### src/rtl/spart_rx_baud_ctrl.sv
// SPART receive baud sequencer: synchronises rxd, detects start bits and issues ten
// mid-bit receive_baud strobes per frame, with a programmable divisor and sticky errors.
module spart_rx_baud_ctrl #(
  parameter logic [15:0] DEFAULT_DIV = 16'd434,
  parameter logic [15:0] MIN_DIV     = 16'd4
) (
  input  logic        clk,
  input  logic        rst_n,
  input  logic        rxd,
  input  logic        rx_en,
  input  logic        db_wr_lo,
  input  logic        db_wr_hi,
  input  logic [7:0]  db_wdata,
  input  logic        rda,
  input  logic        err_clr,
  output logic        receive_baud,
  output logic        busy,
  output logic        start_err,
  output logic        frame_err,
  output logic        overrun,
  output logic [15:0] divisor
);

  // state | meaning
  // IDLE  | line idle, waiting for rx_s low while rx_en is set
  // HALF  | counting half a bit to the middle of the start bit
  // BITS  | counting whole bits, strobing D0-D7 and the stop bit
  // GUARD | frame done, waiting for the line to return high
  typedef enum logic [1:0] {IDLE, HALF, BITS, GUARD} state_t;

  state_t      state, state_n;
  logic        rx_m, rx_s;
  logic [15:0] div_eff;
  logic [15:0] shadow, shadow_n;
  logic [15:0] cnt, cnt_n;
  logic [3:0]  pcnt, pcnt_n;
  logic        baud_n, start_set, frame_set, ovr_set;

  always_comb div_eff = (divisor < MIN_DIV) ? MIN_DIV : divisor;

  always_ff @(posedge clk or negedge rst_n) begin
    if (!rst_n) begin
      rx_m <= 1'b1;
      rx_s <= 1'b1;
    end else begin
      rx_m <= rxd;
      rx_s <= rx_m;
    end
  end

  always_ff @(posedge clk or negedge rst_n) begin
    if (!rst_n) begin
      divisor <= DEFAULT_DIV;
    end else begin
      if (db_wr_lo) divisor[7:0]  <= db_wdata;
      if (db_wr_hi) divisor[15:8] <= db_wdata;
    end
  end

  // The strobe is registered, so it is requested one count early (cnt==2) to be
  // high exactly in the cycle where cnt==1 and the line is sampled.
  always_comb begin
    state_n   = state;
    cnt_n     = cnt;
    pcnt_n    = pcnt;
    shadow_n  = shadow;
    baud_n    = 1'b0;
    start_set = 1'b0;
    frame_set = 1'b0;
    ovr_set   = 1'b0;
    case (state)
      IDLE: begin
        if (rx_en && !rx_s) begin
          shadow_n = div_eff;
          cnt_n    = {1'b0, div_eff[15:1]};
          pcnt_n   = 4'd0;
          state_n  = HALF;
        end
      end
      HALF: begin
        cnt_n = cnt - 16'd1;
        if (cnt == 16'd2) baud_n = 1'b1;
        if (cnt == 16'd1) begin
          start_set = rx_s;
          cnt_n     = shadow;
          pcnt_n    = 4'd1;
          state_n   = BITS;
        end
      end
      BITS: begin
        cnt_n = cnt - 16'd1;
        if (cnt == 16'd2) baud_n = 1'b1;
        if (cnt == 16'd1) begin
          pcnt_n = pcnt + 4'd1;
          if (pcnt == 4'd9) begin
            frame_set = !rx_s;
            ovr_set   = rda;
            state_n   = GUARD;
          end else begin
            cnt_n = shadow;
          end
        end
      end
      GUARD: begin
        if (rx_s) state_n = IDLE;
      end
      default: state_n = IDLE;
    endcase
  end

  always_ff @(posedge clk or negedge rst_n) begin
    if (!rst_n) begin
      state        <= IDLE;
      cnt          <= 16'd0;
      pcnt         <= 4'd0;
      shadow       <= DEFAULT_DIV;
      receive_baud <= 1'b0;
      busy         <= 1'b0;
    end else begin
      state        <= state_n;
      cnt          <= cnt_n;
      pcnt         <= pcnt_n;
      shadow       <= shadow_n;
      receive_baud <= baud_n;
      busy         <= (state_n != IDLE);
    end
  end

  // err_clr wins over a set arriving in the same cycle
  always_ff @(posedge clk or negedge rst_n) begin
    if (!rst_n) begin
      start_err <= 1'b0;
      frame_err <= 1'b0;
      overrun   <= 1'b0;
    end else if (err_clr) begin
      start_err <= 1'b0;
      frame_err <= 1'b0;
      overrun   <= 1'b0;
    end else begin
      start_err <= start_err | start_set;
      frame_err <= frame_err | frame_set;
      overrun   <= overrun | ovr_set;
    end
  end

endmodule

### config.mk
export PLATFORM = sky130hd
export DESIGN_NAME = spart_rx_baud_ctrl
export DESIGN_NICKNAME = d
export VERILOG_FILES = /design/src/rtl/spart_rx_baud_ctrl.sv
export SDC_FILE = /design/constraint.sdc
export NUM_CORES = 1
export LEC_CHECK = 0
export ABC_CLOCK_PERIOD_IN_PS = 2600
export BUFFER_PORTS_ARGS = -buffer_cell sky130_fd_sc_hd__buf_4
export CELL_PAD_IN_SITES_DETAIL_PLACEMENT = 0
export CELL_PAD_IN_SITES_GLOBAL_PLACEMENT = 2
export CORE_UTILIZATION = 37
export CTS_CLUSTER_SIZE = 30
export DETAILED_ROUTE_END_ITERATION = 8
export HOLD_SLACK_MARGIN = 0.12
export PLACE_DENSITY = 0.87
export SETUP_SLACK_MARGIN = 0.15
export SLEW_MARGIN = 20
export SYNTH_ARGS = -nofsm -noshare
export SYNTH_HDL_FRONTEND = slang
export SYNTH_SLANG_ARGS = --single-unit
### constraint.sdc
create_clock -name clk -period 2.6 [get_ports clk]
set_input_delay 0.26 -clock clk [delete_from_list [all_inputs] [get_ports clk]]
set_output_delay 0.26 -clock clk [all_outputs]
set_load 0.01 [all_outputs]
* Word level (Yosys, flattened, before mapping) *
Cells that the tools add are included.
Widths: inputs -> output; s select.

operators by class
  $add $sub $neg = 2
  multiply operators = 0
  divide/modulo/power cells = 0
  order comparisons = 1
  eq/ne operators = 9
  shifts and indexed selects = 0
  muxes and demuxes = 29
  bitwise operators = 3
  reduce and logical (&&, ||, !) cells = 9

operators by type and width
  kind                   number
  $mux 16                5
  $pmux 16 s3            1
  $eq 16x1->1 const B    1
  $eq 16x2->1 const B    1
  $lt 16x3->1 const B    1
  $sub 16x1->16 const B  1
  $mux 1                 13
  $mux 4                 3
  $pmux 4 s3             1
  $mux 2                 5
  $pmux 2 s4             1
  $ne 2x2->1 const B     3
  $add 4x1->4 const B    1
  $eq 2x2->1 const B     2
  $eq 4x4->1 const B     1
  $reduce_and 2->1       2
  $reduce_and 4->1       1
  $or 1x1->1             3
  $reduce_bool 3->1      1
  $eq 2x1->1 const B     1
  $logic_not 2->1        1
  $reduce_bool 2->1      1
  $reduce_or 2->1        1
  $logic_and 1x1->1      1
  $logic_not 1->1        1

word-level totals
  flip-flop bits (word level) = 61
  latch bits = 0
  bits in writable memories = 0
  bits in read-only memories = 0
  input port bits = 16
  word-level logic and storage cells = 66
  memories = 0

* Depth between registers and ports, before layout *
  depth after elaboration = 6
  depth in mapped cells = 8

* Least setup slack after synthesis *
OpenSTA, ideal clock, no wires.

  kind = register to register
  start point = reg cnt[1]
  end point = reg cnt[13]
  library setup time = 0.131 ns
  arrival = 1.725 ns
  path slack = 0.744 ns
  cell stages (with the launch flop) = 6
  cell sequence = dfrtp_1 nor4_1 nand2_2 or4_1 a311oi_1 a211oi_1

between the ends
  word-level cells in the longest chain between the ends = 4
  elaborated cells between the ends (all ways) = 6
  those cells by class = 1 x add/sub; 1 x eq/ne; 4 x mux

RTL lines
  what                      line    text
  start: declaration        35      logic [15:0] cnt, cnt_n;
  start signal: assignment  121     cnt <= cnt_n;
  $sub 16x1->16             81, 91
  $mux 16                   95      if (pcnt == 4'd9) begin
  $mux 16                   93      if (cnt == 16'd1) begin
  $pmux 16 s3 (*)           71      case (state)

Every way passes the cells marked *; elsewhere a longest branch is shown, timed or not.
A chain may end at the register's enable or synchronous reset.

* Worst setup path after layout *
  start point = reg cnt[0]
  end point = reg cnt[7]

The elaborated chain is that of the path after synthesis.

==> flow_summary.ini <==
[die]
fp.dieArea_um2 = 9310
initial_utilization_pct = 38.1
placementRows = 34
die_x_um = 96.5
die_h_um = 96.5
coreArea_um2 = 8680
io_pins = 37

[cts]
post_cts_buffers = 0
cts_tree = yes
numCtsBuffers = 9
cts.sinks = 61
clk_pin_slew_ns = 0.07
cts_max_path_buffers = 2
htreeDepth = 3
insertion_delay_ns = 0.34
clockRootBuffer = clkbuf_8

[cells_and_area]
instances_no_fill = 490
nNetsFinal = 404
layout_commonest_cell = buf_4
final_cell_mix = buf_4 (50), dfrtp_1 (49), a21oi_1 (28), mux2_2 (27), nand2_1 (26)
final_layout_size_suffix_gt1_share_pct = 30.9
area_growth_pct = 20.4
diodes = 0

[yosys]
ys_seq_area_share_pct = 46.7
dominantRegCellSynth = dfrtp_1
synth.area.top_cells = dfrtp_1 (37%), dfstp_2 (9.5%), mux2_2 (9.2%)
yosysUniqueCellTypes = 51
ys_seq_elements = 61
postSynth.asyncResetShare_pct = 100
syn_inst = 330
synth_top_area_cell = dfrtp_1
syn_area_per_cell_um2 = 10.0
synth_edf_count = 0
synth_top_area_share_pct = 37.1
yosys_warnings = 0
syn-cell-area_um2 = 3300
syn_nets = 357

[grt]
grt_pass1_vias = 2663
globalRouteOverflowTotal = 0
grt_pass1_wl_mm = 14.1
grt_max_degree = 62
antenna_found_initial = 0
use_met2_pct = 30.5
grtUsageMet1_pct = 28.4
grt.busiest_layer = met2
grtUsageTotal_pct = 20.1
use_met3_pct = 4.15

[timing]
setup_tns_ns = 0
rsz0062_at_grt = no
finalCritPeriodShare_pct = 85.6
drv_slew = 0
clock.fmax_ghz = 0.449
hold_viol_final = 0
timing.slew.headroom_pct = 46.8
fin_crit_ns = 2.23
clock_skew_ns = 0.00994
worstMarginPinSlew_ns = 0.798
final-setup-viol-count = 0

[power_and_ir_drop]
ir_worst_vdd_uv = 419
powerDensity_nw_per_um2 = 508
internal_power_mw = 1.50
swShare_pct = 25.7
clockPowerShare_pct = 42.7
leakagePower_nw = 1.82
p_switching_mw = 0.519
power_mw = 2.02
comb_power_share_pct = 6.7
power_frac_seq_pct = 50.6

[critical_path]
end_kind = register
critPathLaunch = cnt[0]
cp_max_fo = 15
criticalPathCategory = reg -> reg
critPathCapture = cnt[7]
startpoint_type = register
r2r_end = cnt[7]
worstRegToRegCells = 6
rrSetupSlack_ns = 0.37
critical_path_required_ns = 2.84
r2r-start = cnt[0]
worstPathArrival_ns = 2.47

[drt]
drt_iter0_drc = 222
wl_per_cell_um = 17.1
wl_mm = 8.39
drtAntennaViolNets = 0
dr.pass1.iters = 7
viasPerCell = 5.56
vias = 2726
route.detailed.drc = 1

[placement]
dp_hpwl_mm = 5.93
dp.cells = 471
gp_congestion = 0.843
portBuffers = 36

[status]
failed_checks = DRC
status = finished, violations left

[worst_hold_path]
hold_class = in -> reg

[flow_run]
max-cap-violations = 0
[through the flow]
step | util, % | hold slack (ns) | worst slack (ns) | instance area (um2)
2_1_floorplan | - | -0.0356 | 0.744 | 3300
3_3_place_gp | 43.1 | 0.346 | 0.0755 | 3740
3_5_place_dp | 43.2 | 0.350 | 0.354 | 3740
4_1_cts | 45.8 | 0.130 | 0.333 | 3980
5_1_grt | 45.8 | 0.144 | 0.194 | 3980
6_report | 45.8 | 0.139 | 0.375 | 3980
[power by group through the flow]
stage          registers [mW]  clock network [mW]  logic (mW)
6_report                 1.02               0.862       0.135
5_1_grt                  1.03               0.919       0.149
4_1_cts                  1.02               0.881       0.138
3_5_place_dp             1.04                   0       0.134
3_3_place_gp             1.04                   0       0.133
2_1_floorplan            1.04                   0      0.0373
[state kept, by name, indices dropped and copies added (netlist names)]
register and count:
rx_s 1, shadow 16, frame_err 1, state 2, divisor 16, rx_m 1
overrun 1, cnt 16, start_err 1, busy 1, receive_baud 1, pcnt 4
[worst min path at each step]
stage	depth (start not counted)	endpoint	startpoint	slack (ns)
2_1_floorplan	0	busy	rst_n	-0.04
3_3_place_gp	0	rx_s	rx_m	0.35
3_5_place_dp	0	rx_s	rx_m	0.35
4_1_cts	3	divisor[14]	db_wdata[6]	0.13
5_1_grt	2	divisor[2]	db_wdata[2]	0.14
6_report	3	divisor[14]	db_wdata[6]	0.14
[repair_timing]
action,4_1_cts,5_1_grt
setup endpoints to repair,0,2
hold endpoints to repair,53,0
hold buffers,3,0
gates resized for setup,0,1
[critical path: stages, from the launching register on]
cell      delay (ns)
dfrtp_1         0.45
ha_1            0.23
nor4b_2         0.17
and4_4          0.26
o21ai_2         0.55
nand3_1         0.17
a221oi_1        0.29
[cells by family (layout without fill, tap and decap cells)]
family          after synthesis  count (layout)  synth area share [%]
flops                        61              61                  46.7
xor+xnor                      8               8                  2.12
mux                          28              28                  9.66
buf+inv                      29              81                  3.56
compound gates               78              78                  14.7
simple gates                115             115                  19.2
fa+ha+maj                    11              11                  4.17
[routing by layer]
| layer | vias to the layer above | part of all wire, % |
|---|---|---|
| met2 | 84 | 47 |
| met3 | 6 | 5.4 |
| met1 | 1324 | 47 |
| met5 | - | 0 |
| met4 | 0 | 0.66 |
| li1 | 1312 | - |
[synthesized netlist by cell type, drive strengths merged (10+ instances only)]
cell     n
clkbuf  13
dfrtp   49
nand2   28
ha      11
inv     12
a21oi   28
mux2    28
dfstp   12
nand4   10
o21ai   22
nor2    19
nand3   16
[cell type report]
cell class / instances / area, um2
fillers: 864 / 4700
multi-input cells: 240 / 1650
flip-flops and latches: 61 / 1540
repair buffers: 53 / 405
well taps: 108 / 135
clock buffers: 9 / 124
clock inverters: 7 / 76.3
inverters: 12 / 45.0
Power figures use the tool's default switching activity.
